--- config.mk ---
export PLATFORM = sky130hd
export DESIGN_NAME = serial_mult_ctrl_flat
export DESIGN_NICKNAME = d
export VERILOG_FILES = /design/src/rtl/serial_mult_ctrl_if.sv /design/src/rtl/serial_mult_ctrl.sv /design/src/flat_wrapper.sv
export SDC_FILE = /design/constraint.sdc
export NUM_CORES = 1
export LEC_CHECK = 0
export CORE_MARGIN = 8
export CORE_UTILIZATION = 55
export DETAILED_ROUTE_END_ITERATION = 12
export GPL_TIMING_DRIVEN = 0
export HOLD_SLACK_MARGIN = 0.02
export PLACE_DENSITY = 0.79
export SYNTH_ARGS = -nofsm -noshare
export SYNTH_HDL_FRONTEND = slang
export SYNTH_SLANG_ARGS = --single-unit
--- constraint.sdc ---
create_clock -name CLK -period 4.44 [get_ports CLK]
set_clock_uncertainty 0.2 [all_clocks]
set_input_delay 0.888 -clock CLK [delete_from_list [all_inputs] [get_ports CLK]]
set_output_delay 0.888 -clock CLK [all_outputs]
set_load 0.1 [all_outputs]
--- src/rtl/serial_mult_ctrl_if.sv ---
// Handshake and data bundle between a requester and the serial shift-and-add multiplier.
interface serial_mult_ctrl_if #(
    parameter int N = 4
);
    logic           Start;
    logic [N-1:0]   A;
    logic [N-1:0]   B;
    logic [2*N-1:0] P;
    logic           Busy;
    logic           Done;

    modport master (
        output Start, A, B,
        input  P, Busy, Done
    );

    modport slave (
        input  Start, A, B,
        output P, Busy, Done
    );
endinterface

--- src/rtl/serial_mult_ctrl.sv ---
// Shift-and-add unsigned multiplier: consumes one multiplier bit per clock, N steps per product.
module serial_mult_ctrl #(
    parameter int N = 4
) (
    input  logic             CLK,
    input  logic             RST,
    serial_mult_ctrl_if.slave bus
);
    localparam int CW = (N > 2) ? $clog2(N) : 1;

    typedef enum logic [1:0] {IDLE, RUN, DONE} state_t;

    state_t         state_q, state_d;
    logic [2*N-1:0] mcand_q, mcand_d;
    logic [2*N-1:0] acc_q, acc_d;
    logic [2*N-1:0] p_q, p_d;
    logic [N-1:0]   mplier_q, mplier_d;
    logic [CW-1:0]  cnt_q, cnt_d;
    logic           busy_q, busy_d;
    logic           done_q, done_d;
    logic [2*N-1:0] acc_sum;

    always_comb begin
        state_d  = state_q;
        mcand_d  = mcand_q;
        acc_d    = acc_q;
        p_d      = p_q;
        mplier_d = mplier_q;
        cnt_d    = cnt_q;
        busy_d   = 1'b0;
        done_d   = 1'b0;
        acc_sum  = mplier_q[0] ? (acc_q + mcand_q) : acc_q;

        case (state_q)
            // DONE accepts a new request exactly like IDLE so back-to-back starts lose no cycle
            IDLE, DONE: begin
                if (bus.Start) begin
                    mcand_d  = {{N{1'b0}}, bus.A};
                    mplier_d = bus.B;
                    acc_d    = '0;
                    cnt_d    = '0;
                    busy_d   = 1'b1;
                    state_d  = RUN;
                end else begin
                    state_d  = IDLE;
                end
            end
            RUN: begin
                acc_d    = acc_sum;
                mcand_d  = mcand_q << 1;
                mplier_d = mplier_q >> 1;
                cnt_d    = cnt_q + 1'b1;
                if (cnt_q == CW'(N - 1)) begin
                    p_d     = acc_sum;
                    done_d  = 1'b1;
                    state_d = DONE;
                end else begin
                    busy_d  = 1'b1;
                end
            end
            default: state_d = IDLE;
        endcase
    end

    always_ff @(posedge CLK) begin
        if (RST) begin
            state_q  <= IDLE;
            mcand_q  <= '0;
            acc_q    <= '0;
            p_q      <= '0;
            mplier_q <= '0;
            cnt_q    <= '0;
            busy_q   <= 1'b0;
            done_q   <= 1'b0;
        end else begin
            state_q  <= state_d;
            mcand_q  <= mcand_d;
            acc_q    <= acc_d;
            p_q      <= p_d;
            mplier_q <= mplier_d;
            cnt_q    <= cnt_d;
            busy_q   <= busy_d;
            done_q   <= done_d;
        end
    end

    assign bus.P    = p_q;
    assign bus.Busy = busy_q;
    assign bus.Done = done_q;
endmodule

--- src/flat_wrapper.sv ---
// flat-port wrapper written by rule: the top's interface ports become plain ports
module serial_mult_ctrl_flat 
#(
    parameter int N = 4
)
  (CLK, RST, bus_Start, bus_A, bus_B, bus_P, bus_Busy, bus_Done);
  serial_mult_ctrl_if #(.N(N)) bus_i ();
  input  logic CLK;
  input  logic RST;
  input wire logic [$bits(bus_i.Start)-1:0] bus_Start;
  input wire logic [$bits(bus_i.A)-1:0] bus_A;
  input wire logic [$bits(bus_i.B)-1:0] bus_B;
  output wire logic [$bits(bus_i.P)-1:0] bus_P;
  output wire logic [$bits(bus_i.Busy)-1:0] bus_Busy;
  output wire logic [$bits(bus_i.Done)-1:0] bus_Done;
  assign bus_i.Start = bus_Start;
  assign bus_i.A = bus_A;
  assign bus_i.B = bus_B;
  assign bus_P = bus_i.P;
  assign bus_Busy = bus_i.Busy;
  assign bus_Done = bus_i.Done;
  serial_mult_ctrl #(.N(N)) u_core (.CLK(CLK), .RST(RST), .bus(bus_i));
endmodule
==> results.json <==
{
  "fin_nets": 236,
  "cpPeakStageDelay_ns": 1.14,
  "cpLargestDelayFamily": "buffers and inverters",
  "synth_area_mm2": 0.001667,
  "async_flop_share_pct": 0,
  "die-height_um": 71.05,
  "crit_chain": "clkdlybuf4s50_1",
  "start_util_pct": 55.97,
  "critPathCaptureType": "output pin",
  "path_buf_inv": 1,
  "antenna_cells": 0,
  "setup_ws_ns": 1.523,
  "fin_cells": 250,
  "status": "finished, final reports clean",
  "synth.distinct_cells": 37,
  "cts_resized": 0,
  "grt_max_degree": 12,
  "area_growth_pct": 17.72,
  "rr_endpoint": "u_core.bus.P[6]$_SDFFE_PP0P_",
  "worstSetupPathType": "flop to output pin",
  "drive_gt1_share_pct": 7.373,
  "finalCritPeriodShare_pct": 65.71,
  "path_depth": 1,
  "r2r-start": "u_core.acc_q[0]$_SDFFE_PP0P_",
  "critPathArrivalTime_ns": 1.83,
  "io_buffer_count": 19,
  "ys_seq_elements": 34,
  "syn_area_per_cell_um2": 8.772,
  "syn_nets": 210,
  "clkSlewWorstSetupHoldPaths_ns": 0.11,
  "powerDensity_mw_per_mm2": 300.2,
  "cpMaxStageDelayCell": "clkdlybuf4s50_1",
  "syn_inst": 190,
  "synth_warnings": 0,
  "tritoncts": "done",
  "globalRouteMet2Util_pct": 28.94,
  "yosysSeqAreaShare_pct": 40.84,
  "cts_buffers": 5,
  "fmax_ghz": 0.3428,
  "fin_crit_ns": 2.917,
  "grt_pass1_wl_mm": 6.837,
  "mostFrequentLayoutCells": "nor2_1 (34), dfxtp_1 (34), nand2_1 (23)",
  "hp-class": "flop to flop",
  "grt_util_met1_pct": 17.75,
  "clk_latency_ns": 0.34,
  "p_leak_nw": 0.7401,
  "finalWirelength_mm": 3.851,
  "min_path_cells": 2,
  "grt_pass1_vias": 1535,
  "rows": 20,
  "ant_nets": 0,
  "boundaryPins": 21,
  "grt_busiest_layer": "met2",
  "cap_violations": 0,
  "place_inst": 242,
  "dp_slack_ns": 1.692,
  "ir_drop_mv": 0.2165,
  "vias": 1477,
  "worstHoldEndpoint": "u_core.bus.P[6]$_SDFFE_PP0P_",
  "cts.hold.buffers_added": 0,
  "cts_root_buffer": "clkbuf_4",
  "dieArea_mm2": 0.005047,
  "final_core_util_pct": 65.88,
  "gp_congestion": 0.8102,
  "core-area_mm2": 0.002978,
  "setup_violations": 0,
  "rsz0062_at_grt": "no",
  "die_w_um": 71.05,
  "holdWs_ns": 0.2994,
  "synth_edf_count": 0,
  "first_iter_violations": 113,
  "drc": 0,
  "hold_viol_final": 0,
  "cts_setup_buffers": 0,
  "wl_per_cell_um": 15.40,
  "grtUsageTotal_pct": 16.96,
  "clock_sinks": 34,
  "cts_buffer_depth": 2,
  "dp_hpwl_mm": 2.845,
  "start_kind": "flop",
  "rrSetupSlack_ns": 2.25,
  "via_per_inst": 5.908,
  "tns_ns": 0,
  "dpl_cell_area_mm2": 0.001898,
  "critPathMaxFanout": 2,
  "critPathRequiredTime_ns": 3.35,
  "antenna_found_initial": 0,
  "r2r_cells": 7,
  "synth_flop_cell": "dfxtp_1",
  "max-slew-margin-rel_pct": 34.52,
  "hp-start": "u_core.bus.P[6]$_SDFFE_PP0P_",
  "total_power_mw": 0.5889,
  "grt-ovfl-total": 0,
  "final_cell_area_mm2": 0.001962,
  "met3_usage_pct": 6.215,
  "tightestPinTransition_ns": 0.9791,
  "dr.pass1.iters": 6,
  "htreeDepth": 2,
  "maxSlewViolCount": 0
}
area by class of cell:
type / instances / area, µm²
clock inverters: 2 / 12.51
fillers: 271 / 1016
plain buffers: 11 / 82.58
clock buffers: 6 / 51.30
well taps: 33 / 41.29
multi-input cells: 144 / 899.6
inverters: 1 / 3.754
flip-flops and latches: 34 / 680.7
repair buffers: 19 / 190.2
layer usage:
layer	share of wire, %	up-vias
met3	6.8	8
met5	0	-
li1	-	726
met4	2.0	0
met1	41	699
met2	51	44
cell usage after synthesis, drive strengths merged, types with 2 or more instances:
library cell	n	share of area [%]
nand4b	2	1.1
mux2i	7	4.2
nor2b	2	0.75
a211oi	7	3.5
clkbuf	9	3.5
buf	2	1.5
o31ai	3	1.7
nand3	6	1.8
xor2	4	2.1
nand3b	2	0.90
a22oi	7	3.2
a311oi	6	3.2
nand2	23	5.2
o21ai	3	0.90
dfxtp	34	41
and2	2	0.90
xnor2	2	1.1
nor3	2	0.60
a21oi	13	3.9
nor2	34	7.7
nand2b	3	1.1
ha	8	6.0
how the worst max path moves through the flow:
| stage | from | to |
|---|---|---|
| final | u_core.bus.P[2]$_SDFFE_PP0P_ | bus_P[2] |
| after global routing | u_core.bus.P[2]$_SDFFE_PP0P_ | bus_P[2] |
| after CTS | u_core.bus.P[2]$_SDFFE_PP0P_ | bus_P[2] |
| after detailed placement | bus_Start | u_core.cnt_q[1]$_SDFFE_PP0P_ |
| after global placement | bus_Start | u_core.mplier_q[3]$_SDFFE_PP0P_ |
| after floorplan | u_core.bus.P[0]$_SDFFE_PP0P_ | bus_P[0] |
cells by family (layout without fill, tap and decap cells):
| family | count (synthesis) | in the layout | synth area share, % |
|---|---|---|---|
| compound gates | 45 | 45 | 18.99 |
| xor+xnor | 6 | 6 | 3.153 |
| fa+ha+maj | 9 | 9 | 7.207 |
| buf+inv | 12 | 39 | 5.180 |
| flops | 34 | 34 | 40.84 |
| mux | 7 | 7 | 4.204 |
| simple gates | 77 | 77 | 20.42 |
report_power, final:
part           total, mW  leakage (nW)  switching (mW)  internal, mW
logic             0.0831         0.430          0.0509        0.0322
registers          0.324         0.276         0.00857         0.315
clock network      0.182        0.0343           0.106        0.0760
total              0.589         0.740           0.166         0.423
flip-flops by register name (all words and copies together), names as in the netlist:
register / count
u_core.acc_q: 8
u_core.bus.Busy: 1
u_core.bus.Done: 1
u_core.bus.P: 8
u_core.cnt_q: 2
u_core.mcand_q: 8
u_core.mplier_q: 4
u_core.state_q: 2
tightest hold or removal path, stage by stage (launching register included):
cell	delay (ns)
dfxtp_1	0.32
nor2_1	0.10
nor3_1	0.05
(Power assumes the default switching activity.)
